File: src/rtl/matrix_pkg.sv
// matrix_pkg: shared definitions for the matrix coprocessor operators.
//   N_DEFAULT / W_DEFAULT : default matrix dimension and element width
//   ELEMS                 : element count of a default-sized matrix
//   state_e               : loader state encoding (StLoad, StFull)
//   slot_offset()         : bit offset of element (i,j) in a flattened N*N*W bus
package matrix_pkg;

  localparam int unsigned N_DEFAULT = 3;
  localparam int unsigned W_DEFAULT = 8;
  localparam int unsigned ELEMS     = N_DEFAULT * N_DEFAULT;

  typedef enum logic {
    StLoad = 1'b0,
    StFull = 1'b1
  } state_e;

  // Row-major packing: element (i,j) lives at bits [(i*n+j)*w +: w].
  function automatic int unsigned slot_offset(input int unsigned i, input int unsigned j,
                                              input int unsigned n, input int unsigned w);
    return (i * n + j) * w;
  endfunction

endpackage

File: src/rtl/matrix_loader.sv
// matrix_loader: byte-serial matrix input stage. Accepts N*N elements in row-major order,
// one per valid/ready handshake, packs them into a flattened bus and holds the completed
// matrix until the downstream operator consumes it. Frames whose in_last does not coincide
// with the final element are dropped with a one-cycle frame_err pulse.
//   clk         : system clock, rising edge
//   rst         : synchronous active-low reset
//   in_valid    : upstream element present
//   in_ready    : loader can accept an element (registered)
//   in_data     : element value
//   in_last     : final element of a frame
//   matrix_out  : packed matrix, element (i,j) at [(i*N+j)*W +: W]
//   out_valid   : matrix_out holds a complete frame (registered)
//   out_ready   : downstream consumes the matrix
//   frame_err   : one-cycle pulse after a malformed frame ends
//   elem_count  : slot index for the next accepted element
module matrix_loader
  import matrix_pkg::*;
#(
  parameter int unsigned N = N_DEFAULT,
  parameter int unsigned W = W_DEFAULT
) (
  input  logic                     clk,
  input  logic                     rst,
  input  logic                     in_valid,
  output logic                     in_ready,
  input  logic [W-1:0]             in_data,
  input  logic                     in_last,
  output logic [N*N*W-1:0]         matrix_out,
  output logic                     out_valid,
  input  logic                     out_ready,
  output logic                     frame_err,
  output logic [$clog2(N*N)-1:0]   elem_count
);

  localparam int unsigned Elems   = N * N;
  localparam int unsigned CntW    = $clog2(Elems);
  localparam int unsigned LastIdx = Elems - 1;

  state_e           state_q;
  logic [CntW-1:0]  cnt_q;
  logic [N*N*W-1:0] matrix_q;
  logic             out_valid_q;
  logic             in_ready_q;
  logic             frame_err_q;

  logic accept;
  logic at_last;

  // in_ready_q is only ever high in StLoad, so it doubles as the state qualifier.
  assign accept  = in_valid && in_ready_q;
  assign at_last = (cnt_q == CntW'(LastIdx));

  always_ff @(posedge clk) begin
    if (!rst) begin
      state_q     <= StLoad;
      cnt_q       <= '0;
      matrix_q    <= '0;
      out_valid_q <= 1'b0;
      in_ready_q  <= 1'b0;
      frame_err_q <= 1'b0;
    end else begin
      frame_err_q <= 1'b0;
      case (state_q)
        StLoad: begin
          in_ready_q  <= 1'b1;
          out_valid_q <= 1'b0;
          if (accept) begin
            for (int unsigned i = 0; i < N; i++) begin
              for (int unsigned j = 0; j < N; j++) begin
                if (cnt_q == CntW'(i * N + j)) begin
                  matrix_q[slot_offset(i, j, N, W) +: W] <= in_data;
                end
              end
            end
            if (at_last && in_last) begin
              state_q     <= StFull;
              out_valid_q <= 1'b1;
              in_ready_q  <= 1'b0;
              cnt_q       <= '0;
            end else if (at_last || in_last) begin
              // Early or missing last: drop the frame and restart at slot 0.
              frame_err_q <= 1'b1;
              cnt_q       <= '0;
            end else begin
              cnt_q <= cnt_q + CntW'(1);
            end
          end
        end
        StFull: begin
          if (out_ready) begin
            state_q     <= StLoad;
            out_valid_q <= 1'b0;
            in_ready_q  <= 1'b1;
          end
        end
        default: state_q <= StLoad;
      endcase
    end
  end

  assign in_ready   = in_ready_q;
  assign out_valid  = out_valid_q;
  assign frame_err  = frame_err_q;
  assign matrix_out = matrix_q;
  assign elem_count = cnt_q;

endmodule

File: config.mk
export PLATFORM = sky130hd
export DESIGN_NAME = matrix_loader
export DESIGN_NICKNAME = d
export VERILOG_FILES = /design/src/rtl/matrix_pkg.sv /design/src/rtl/matrix_loader.sv
export SDC_FILE = /design/constraint.sdc
export NUM_CORES = 1
export LEC_CHECK = 0
export CAP_MARGIN = 20
export CORE_MARGIN = 5
export CORE_UTILIZATION = 47
export DETAILED_ROUTE_END_ITERATION = 7
export PLACE_DENSITY = 0.79
export SYNTH_ARGS = -nofsm -noshare
export SYNTH_HDL_FRONTEND = slang
export SYNTH_SLANG_ARGS = --single-unit
export TNS_END_PERCENT = 30
File: constraint.sdc
create_clock -name clk -period 2 [get_ports clk]
set_clock_uncertainty 0.2 [all_clocks]
set_input_delay 0.4 -clock clk [delete_from_list [all_inputs] [get_ports clk]]
set_output_delay 0.4 -clock clk [all_outputs]
set_load 0.05 [all_outputs]
# Word-level counts from Yosys, hierarchy flattened
# Index checks and enable logic that the tools add are counted.
# totals
ff_bits	80
out_inout_bits	79
word_cells	55
# classes
addsub	1
eq_ne	9
n_mux	13
bitwise_logic	3
n_reduce_logical	15
# ops
cell	count
$reduce_and 3->1	9
$eq 4x3->1 const B	4
$eq 4x2->1 const B	2
$mux 1	8
$mux 4	2
$pmux 1 s2	3
$add 4x1->4 const B	1
$eq 4x1->1 const B	1
$eq 4x4->1 const B	1
$logic_not 4->1	1
$reduce_or 4->1	1
$not 1->1	3
$logic_and 1x1->1	2
$ne 2x2->1 const B	1
$reduce_and 2->1	1
$logic_or 1x1->1	1

# Depth between registers and ports, before layout
# Gate-level depths: netlist (run 1).
# logic_depth
word_depth	5
depth_mapped	7

# Least setup slack after synthesis (run 1)
# No wires, ideal clock.
# synth_path
kind	register to register
start	reg cnt_q[0], in the netlist elem_count[0]
end	reg cnt_q[3], in the netlist elem_count[3]
t_arrival_ns	1.937
path_slack_ns	-0.231
stages_incl_launch_ff	6
path_buffers	0
synth_period_minus_slack_ns	2.231
path_cell_list	dfxtp_1 > inv_1 > ha_1 > and3b_1 > or4b_1 > o311ai_2
# synth_between
elab_chain_cells	4
# synth_lines
item	line	source
start: declaration	matrix_loader.sv:40	logic [CntW-1:0] cnt_q;
start signal: assignment	matrix_loader.sv:85	cnt_q <= cnt_q + CntW'(1);
branches (longest 3 deep; another with $add 4x1->4)	n/a	
$mux 4 (*)	matrix_loader.sv:75	if (at_last && in_last) begin
# Every way passes the cells marked *.
# A chain may end at the register's enable or synchronous reset.

# Worst setup path in the final report (run 1)
# Same ends and word-level chain as after synthesis.

==> qor.yml, run 1 <==
logic_synthesis:
  synth_cells: 381
  synth_nets: 398
  yosysWarnings: 0
  synth_cell_types: 30
  seq_area_frac_synth_pct: 49.0
  yosys_register_bits: 80
  async_flop_share_pct: 0
  ys_dominant_reg_cell: "dfxtp_1"
  syn-cell-area_mm2: 0.00327
  avgSynthCellArea_um2: 8.57
  synth-edff-count: 0
timing:
  final_max_slew_viol_count: 0
  setup_viol: 0
  finalCriticalPeriod_ns: 1.94
  rsz0062_at_grt: "false"
  slew-limit-headroom_pct: 67.3
  max_freq_mhz: 515
  layout_setup_ws_ns: 0.0590
  hold_viol_final: 0
  worst_pin_slew_ns: 0.488
  post-route-period-util_pct: 97.1
grt:
  grt_max_degree: 35
  antenna_found_initial: 0
  grt-ovfl-total: 0
  grt_use_total_pct: 22.3
  grt_pass1_wl_um: 15200
  grt_pass1_vias: 3053
routing:
  final_antenna_net_count: 0
  vias_per_cell: 5.60
  firstDrtPassIters: 5
  via_count: 3177
  drc: 0
  wl_um: 9420
  wire_per_inst_um: 16.6
  drtIter0Drc: 197
worst_setup_path:
  startpoint_type: "register"
  worstSetupPathType: "reg -> reg"
  cp_max_fo: 7
  crit_required_ns: 2.06
  cp-end-kind: "register"
  cp.arrival_ns: 2.00
placement:
  place_congestion: 0.774
  dpl.hpwl_um: 6590
  io_buffers: 91
  post-place-ws_ns: -0.163
  dpl-instance-area_mm2: 0.00421
  placed_cells: 550
power:
  total_power_mw: 3.13
  p_leak_nw: 1.76
  p_per_area_mw_per_mm2: 706
  ir_drop_mv: 0.341
cts:
  cts.sinks: 80
  htreeDepth: 3
  cts_tree: "yes"
  clockBufferDepth: 2
  clockRootBuffer: "clkbuf_8"
  clock_latency_ns: 0.35
  cts_made_buffers: 9
  clk_pin_slew_ns: 0.09
layout:
  stdcell_count: 567
  drive_gt1_share_pct: 28.2
  num-nets-final: 483
  area_growth_pct: 35.6
  antennaDiodeCount: 0
  postLayoutCellArea_mm2: 0.00443
floorplan:
  die_w_um: 93.4
  core-area_mm2: 0.00679
  die_area_mm2: 0.00872
  start_util_pct: 48.1
  io_pins: 92
  dieHeight_um: 93.4
  fp-row-count: 30
run:
  maxCapViolations: 0
status:
  status: "completed"
worst_hold_path:
  hp-class: "reg -> reg"
-- kinds of logic after synthesis --
| family | count (synthesis) | synth area share [%] |
|---|---|---|
| compound gates | 120 | 19.0 |
| xor+xnor | 1 | 0.268 |
| fa+ha+maj | 4 | 1.53 |
| buf+inv | 47 | 5.90 |
| flops | 80 | 49.0 |
| mux | 16 | 4.90 |
| simple gates | 113 | 19.3 |
-- cell usage in the layout (no fill, tap or decap), types with 2 or more instances in the layout --
| cell type | instances |
|---|---|
| a21oi_1 | 59 |
| a31o_2 | 2 |
| and3_1 | 2 |
| and3b_1 | 5 |
| buf_12 | 7 |
| buf_4 | 99 |
| clkbuf_8 | 10 |
| clkdlybuf4s50_1 | 12 |
| dfxtp_1 | 78 |
| ha_1 | 3 |
| inv_1 | 2 |
| inv_6 | 4 |
| mux2i_1 | 16 |
| nand2_1 | 27 |
| nand3_1 | 57 |
| nand3b_1 | 6 |
| nor3b_1 | 2 |
| o21ai_0 | 57 |
| or4_1 | 3 |
| or4b_1 | 2 |
-- registers in the layout, indices dropped and copies added, names as in the netlist --
register,count
out_valid,1
elem_count,4
matrix_out,72
frame_err,1
in_ready,1
state_q,1
-- worst max-delay path: stages (launching register included) --
cell      delay, ns
dfxtp_4        0.39
inv_1          0.07
ha_2           0.21
and3b_2        0.24
or4b_1         0.50
o311ai_2       0.23
-- layer usage --
layer,up-vias,wire length [um],global-route usage (%)
met5,-,0,0
met2,122,4730,36.3
met3,22,508,3.54
met4,0,265,12.3
li1,1523,-,-
met1,1510,3910,28.0
-- synth_stat cells (2+ instances only) --
library cell,n,area (um2)
dfxtp_1,80,1600
a21oi_1,59,295
nand3_1,57,285
o21ai_0,57,285
clkbuf_1,33,124
nand2_1,27,101
mux2i_1,16,160
buf_2,10,50.1
and3b_1,6,52.6
nand3b_1,6,45.0
ha_1,4,50.1
or4_1,3,22.5
a31o_2,2,17.5
and3_1,2,12.5
inv_1,2,7.51
nor3b_1,2,15.0
or4b_1,2,20.0
-- path summary, 6_finish.rpt --
kind,start,to,slack (ns),cells past startpoint
max,elem_count[0]$_SDFFE_PN0P_,elem_count[3]$_SDFFE_PN0P_,0.06,5
min,matrix_out[4]$_SDFFE_PN0P_,matrix_out[4]$_SDFFE_PN0P_,0.27,2
max reg2reg,elem_count[0]$_SDFFE_PN0P_,elem_count[3]$_SDFFE_PN0P_,0.06,5
min reg2reg,matrix_out[4]$_SDFFE_PN0P_,matrix_out[4]$_SDFFE_PN0P_,0.27,2
-- what timing repair did --
action | 4_1_cts | 5_1_grt
hold buffers | 0 | 0
gates resized for setup | 0 | 2
endpoints found under the hold margin | 0 | 0
endpoints found under the setup margin | 0 | 6
buffers inserted | 0 | 1
-- power breakdown --
part           switching [mW]  total, mW  internal (mW)
Clock                   0.632       1.26          0.629
Sequential            0.00956       1.61           1.60
Combinational           0.170      0.253         0.0836
-- cell type report --
| class | instances | area [um2] |
|---|---|---|
| flip-flops and latches | 80 | 1610 |
| fillers | 581 | 2370 |
| well taps | 96 | 120 |
| inverters | 3 | 11.3 |
| multi-input cells | 254 | 1480 |
| clock buffers | 10 | 138 |
| repair buffers | 118 | 1000 |
| clock inverters | 6 | 72.6 |
-- stage by stage --
step	TNS, ns	utilization [%]	hold slack (ns)
final	0	65.2	0.267
after global routing	0	65.2	0.300
after CTS	0	65.0	0.269
after detailed placement	-2.97	61.9	0.256
after global placement	-2.04	61.9	0.249
after floorplan	-0.103	-	0.357
Note: power is estimated with default switching activity, not from simulation.
==> run 2: changes to the inputs <==
--- a/config.mk
+++ b/config.mk
@@ -6,6 +6,7 @@
 export NUM_CORES = 1
 export LEC_CHECK = 0
 export CAP_MARGIN = 20
+export CORE_ASPECT_RATIO = 1.4
 export CORE_MARGIN = 5
 export CORE_UTILIZATION = 47
 export DETAILED_ROUTE_END_ITERATION = 7
==> qor.yml, run 2 (same netlist as run 1, synthesis figures left out) <==
status:
  status: "completed"  # unchanged
layout:
  final_common_cell: "buf_4"  # unchanged
  largest_reg_flops: 72  # unchanged
  postLayoutCellArea_mm2: 0.00438  # was 0.00443 mm2
  mostFrequentLayoutCells: "91 x buf_4, 78 x dfxtp_1, 59 x a21oi_1"  # was 99 x buf_4, 78 x dfxtp_1, 59 x a21oi_1
  antennaDiodeCount: 0  # unchanged
  fillers: 590  # was 581
  num-nets-final: 476  # was 483
  drive_gt1_share_pct: 26.8  # was 28.2%
  area_growth_pct: 34.2  # was 35.6%
placement:
  dpl.hpwl_um: 6220  # was 6590 um
  place_congestion: 0.814  # was 0.774
  io_buffers: 91  # unchanged
  dpl-instance-area_mm2: 0.00416  # was 0.00421 mm2
  post-place-ws_ns: -0.169  # was -0.163 ns
floorplan:
  fp-row-count: 36  # was 30
  die_w_um: 80.5  # was 93.4 um
  die_area_mm2: 0.00874  # was 0.00872 mm2
  dieHeight_um: 109  # was 93.4 um
  io_pins: 92  # unchanged
  start_util_pct: 47.4  # was 48.1%
  core-area_mm2: 0.00689  # was 0.00679 mm2
cts:
  cts_made_buffers: 9  # unchanged
  clockBufferDepth: 2  # unchanged
  htreeDepth: 3  # unchanged
  clockRootBuffer: "clkbuf_8"  # unchanged
  clock_latency_ns: 0.34  # was 0.35 ns
  cts_tree: "yes"  # unchanged
  clk_pin_slew_ns: 0.08  # was 0.09 ns
  cts.sinks: 80  # unchanged
  holdBufCountCts: 0  # unchanged
timing:
  max_freq_mhz: 533  # was 515 MHz
  hold_viol_final: 0  # unchanged
  final_max_slew_viol_count: 0  # unchanged
  layout_setup_ws_ns: 0.123  # was 0.0590 ns
  post-route-period-util_pct: 93.9  # was 97.1%
  rsz0062_at_grt: "false"  # unchanged
  worst_pin_slew_ns: 0.465  # was 0.488 ns
  slew-limit-headroom_pct: 68.9  # was 67.3%
  setup_viol: 0  # unchanged
  finalCriticalPeriod_ns: 1.88  # was 1.94 ns
  fin_setup_tns_ns: 0  # unchanged
worst_setup_path:
  cp-end-kind: "register"  # unchanged
  crit_required_ns: 2.05  # was 2.06 ns
  worstPathCellList: "inv_1 > ha_2 > and3b_2 > or4b_1 > o311ai_2"  # unchanged
  crit_slowest_cell: "or4b_1"  # unchanged
  reg2reg_from: "elem_count[0]$_SDFFE_PN0P_"  # unchanged
  cp_max_fo: 7  # unchanged
  startpoint_type: "register"  # unchanged
  worstSetupPathType: "reg -> reg"  # unchanged
  startpoint: "elem_count[0]$_SDFFE_PN0P_"  # unchanged
  cp_slowest_stage_delay_ns: 0.49  # was 0.50 ns
  worst-path-buf-inv: 1  # unchanged
  cp_top_family: "simple AND/OR/NAND/NOR gates"  # unchanged
  cp.arrival_ns: 1.93  # was 2.00 ns
  ff2ff_setup_slack_ns: 0.12  # was 0.06 ns
grt:
  grt-busiest-layer: "met2"  # unchanged
  antenna_found_initial: 0  # unchanged
  grtUsageMet2_pct: 33.9  # was 36.3%
  grt_pass1_wl_um: 14400  # was 15200 um
  use_met1_pct: 26.4  # was 28.0%
  met3_usage_pct: 5.95  # was 3.54%
  grt-ovfl-total: 0  # unchanged
  grt_pass1_vias: 2909  # was 3053
  grt_max_degree: 43  # was 35
  grt_use_total_pct: 21.1  # was 22.3%
routing:
  drc: 0  # unchanged
  vias_per_cell: 5.58  # was 5.60
  firstDrtPassIters: 5  # unchanged
  via_count: 3114  # was 3177
  drtIter0Drc: 337  # was 197
  final_antenna_net_count: 0  # unchanged
  wl_um: 9000  # was 9420 um
  wire_per_inst_um: 16.1  # was 16.6 um
power:
  total_power_mw: 3.07  # was 3.13 mW
  ir_drop_mv: 0.497  # was 0.341 mV
  p_per_area_mw_per_mm2: 702  # was 706 mW/mm2
  p_leak_nw: 1.73  # was 1.76 nW
run:
  maxCapViolations: 0  # unchanged
worst_hold_path:
  hp-class: "reg -> reg"  # unchanged
  min-delay-start: "matrix_out[3]$_SDFFE_PN0P_"  # was matrix_out[4]$_SDFFE_PN0P_
[run 2: changes by cell type in the layout (fill, tap and decap cells not counted), sizes merged]
cell    before  now
buf        106   99
clkbuf      10   13
inv          7    3
[run 2: where the power goes]
group	total, mW	internal, mW	switching (mW)
clock network	1.21	0.673	0.541
registers	1.61	1.60	0.00790
logic	0.249	0.0799	0.169
[run 2: final cells by class]
type / instances / area [um2] / area share [%]
timing repair buffer: 111 / 963 / 22.0
clock inverter: 2 / 37.5 / 0.857
clock buffer: 13 / 169 / 3.85
tap: 95 / 119 / 2.71
sequential: 80 / 1610 / 36.7
inverter: 3 / 11.3 / 0.257
multi-input combinational: 254 / 1480 / 33.7
[run 2: what timing repair did]
action,in CTS,in global routing
endpoints found under the setup margin,0,4
gates resized for setup,0,2
setup buffers,0,1
[run 2: worst min-delay path, delay by kind of cell, from the launching register on]
family           cells  cell delay, ns
DFF                  1            0.31
muxes                1            0.05
and+or+nand+nor      1            0.05
[run 2: metal layers]
| metal | vias up | wire, um |
|---|---|---|
| li1 | 1502 | - |
| met1 | 1476 | 3600 |
| met2 | 120 | 4630 |
| met3 | 16 | 604 |
| met4 | 0 | 170 |
| met5 | - | 0 |
[run 2: per-stage QoR]
step	util, %	hold WS [ns]	instances
2_1_floorplan	-	0.357	381
3_3_place_gp	60.4	0.247	542
3_5_place_dp	60.4	0.250	542
4_1_cts	63.4	0.266	557
5_1_grt	63.6	0.297	558
6_report	63.6	0.262	558
[run 2: worst paths after layout]
kind                                              endpoint  cells past startpoint
worst max register to register  elem_count[3]$_SDFFE_PN0P_                      5
worst min register to register  matrix_out[3]$_SDFFE_PN0P_                      2
worst max-delay path            elem_count[3]$_SDFFE_PN0P_                      5
worst min-delay path            matrix_out[3]$_SDFFE_PN0P_                      2
==> run 3: changes to the inputs <==
==> constraint.sdc (replaced) <==
create_clock -name clk -period 2 [get_ports clk]
set_clock_uncertainty 0.2 [all_clocks]
set_input_delay 0.4 -clock clk [delete_from_list [all_inputs] [get_ports clk]]
set_output_delay 0.4 -clock clk [all_outputs]
set_load 0.005 [all_outputs]
==> qor.yml, run 3 (same netlist as run 1, synthesis figures left out) <==
layout:
  multiInputGateArea_mm2: 0.00148  # about the same
  final_common_cell: "clkdlybuf4s50_1"  # was buf_4
  num-nets-final: 480  # was 476
  fillers: 551  # was 590
  mostFrequentLayoutCells: "91 x clkdlybuf4s50_1, 77 x dfxtp_1, 59 x a21oi_1"  # was 91 x buf_4, 78 x dfxtp_1, 59 x a21oi_1
  area_growth_pct: 40.0  # was 34.2%
  utilization_pct: 66.3  # was 63.6%
  largest_reg_flops: 72  # unchanged
  drive_gt1_share_pct: 10.9  # was 26.8%
  postLayoutCellArea_mm2: 0.00457  # was 0.00438 mm2
  antennaDiodeCount: 0  # unchanged
  ff_latch_area_mm2: 0.00161  # about the same
grt:
  grt_pass1_vias: 3016  # was 2909
  antenna_found_initial: 0  # unchanged
  grt-ovfl-total: 0  # unchanged
  grt_use_total_pct: 22.4  # was 21.1%
  grt_max_degree: 33  # was 43
  grt_pass1_wl_um: 15300  # was 14400 um
routing:
  final_antenna_net_count: 0  # unchanged
  vias_per_cell: 5.59  # was 5.58
  top_layer_used: "met4"  # unchanged
  firstDrtPassIters: 4  # was 5
  dr_wl_met2_um: 5010  # was 4630 um
  via_count: 3149  # was 3114
  routed-wl-met3_um: 540  # was 604 um
  drc: 0  # unchanged
  m1WireLength_um: 3690  # was 3600 um
  wire_per_inst_um: 16.8  # was 16.1 um
  wl_um: 9450  # was 9000 um
  drtIter0Drc: 343  # was 337
placement:
  dpl-instance-area_mm2: 0.00433  # was 0.00416 mm2
  place_congestion: 0.798  # was 0.814
  io_buffers: 91  # unchanged
  dpl.hpwl_um: 6530  # was 6220 um
worst_setup_path:
  worst-path-buf-inv: 2  # was 1
  crit_required_ns: 1.40  # was 2.05 ns
  cp_top_family: "buffers and inverters"  # was simple AND/OR/NAND/NOR gates
  cp_slowest_stage_delay_ns: 0.50  # was 0.49 ns
  worstPathCellList: "buf_4 > clkdlybuf4s50_1"  # was inv_1 > ha_2 > and3b_2 > or4b_1 > o311ai_2
  startpoint_type: "register"  # unchanged
  worstSetupPathType: "reg -> out"  # was reg -> reg
  cp-end-kind: "primary output"  # was register
  crit_slowest_cell: "clkdlybuf4s50_1"  # was or4b_1
  cp_max_fo: 5  # was 7
  cp.arrival_ns: 1.35  # was 1.93 ns
power:
  total_power_mw: 3.16  # was 3.07 mW
  p_leak_nw: 1.59  # was 1.73 nW
  p_per_area_mw_per_mm2: 692  # was 702 mW/mm2
  ir_drop_mv: 0.547  # was 0.497 mV
timing:
  final_max_slew_viol_count: 0  # unchanged
  post-route-period-util_pct: 97.5  # was 93.9%
  worst_pin_slew_ns: 0.464  # was 0.465 ns
  finalCriticalPeriod_ns: 1.95  # was 1.88 ns
  holdWs_ns: 0.266  # was 0.262 ns
  slew-limit-headroom_pct: 68.9  # about the same
  setup_viol: 0  # unchanged
  max_freq_mhz: 513  # was 533 MHz
  rsz0062_at_grt: "true"  # was false
  hold_viol_final: 0  # unchanged
floorplan:
  core-area_mm2: 0.00689  # unchanged
  fp-row-count: 36  # unchanged
  die_area_mm2: 0.00874  # unchanged
  dieHeight_um: 109  # unchanged
  io_pins: 92  # unchanged
  start_util_pct: 47.4  # unchanged
  die_w_um: 80.5  # unchanged
cts:
  clk_pin_slew_ns: 0.07  # was 0.08 ns
  clockBufferDepth: 2  # unchanged
  clockRootBuffer: "clkbuf_8"  # unchanged
  clock_latency_ns: 0.34  # about the same
  cts_tree: "yes"  # unchanged
  cts_made_buffers: 9  # unchanged
  cts.sinks: 80  # unchanged
  cts_setup_buffers: 0  # unchanged
  htreeDepth: 3  # unchanged
  holdBufCountCts: 0  # unchanged
run:
  maxCapViolations: 0  # unchanged
status:
  status: "completed"  # unchanged
worst_hold_path:
  hp-class: "reg -> reg"  # unchanged
-- run 3: worst reg2reg max path: stages, from the launching register on --
cell and delay [ns]:
dfxtp_1 0.33, inv_1 0.06, ha_1 0.24, and3b_1 0.24, or4b_1 0.50, o311ai_2 0.23
-- run 3: what timing repair did --
item / in CTS / in global routing
cloned: 0 / 0
endpoints found under the setup margin: 3 / 5
resized for setup: 3 / 1
-- run 3: final timing paths --
path	endpoint	slack, ns	depth (start not counted)	startpoint
setup reg to reg	elem_count[3]$_SDFFE_PN0P_	0.11	5	elem_count[0]$_SDFFE_PN0P_
hold reg to reg	matrix_out[70]$_SDFFE_PN0P_	0.27	2	matrix_out[70]$_SDFFE_PN0P_
setup / recovery	in_ready	0.05	2	in_ready$_SDFFE_PN0P_
hold / removal	matrix_out[70]$_SDFFE_PN0P_	0.27	2	matrix_out[70]$_SDFFE_PN0P_
-- run 3: cell type report --
type,instances,share of cell area (%)
clock buffer,11,3.31
timing repair buffer,115,24.7
inverter,3,0.246
clock inverter,5,1.72
tap,95,2.60
sequential,80,35.1
multi-input combinational,254,32.3
-- run 3: stage by stage --
stage / setup WS (ns) / TNS [ns] / std cells
after global placement: -0.128 / -1.62 / 547
after detailed placement: -0.214 / -3.01 / 547
final: 0.0491 / 0 / 563
after floorplan: 0.131 / 0 / 381
after CTS: 0.0389 / 0 / 563
after global routing: -0.0237 / -0.0237 / 563
-- run 3: where the power goes --
part | switching, mW | leakage [nW] | internal [mW]
registers | 0.00806 | 0.647 | 1.60
clock network | 0.573 | 0.119 | 0.769
logic | 0.125 | 0.823 | 0.0845
-- run 3: routing by layer --
layer	GRT usage [%]	vias to the layer above
li1	-	1505
met1	26.4	1488
met2	39.6	135
met3	3.39	21
met4	10.1	0
met5	0	-
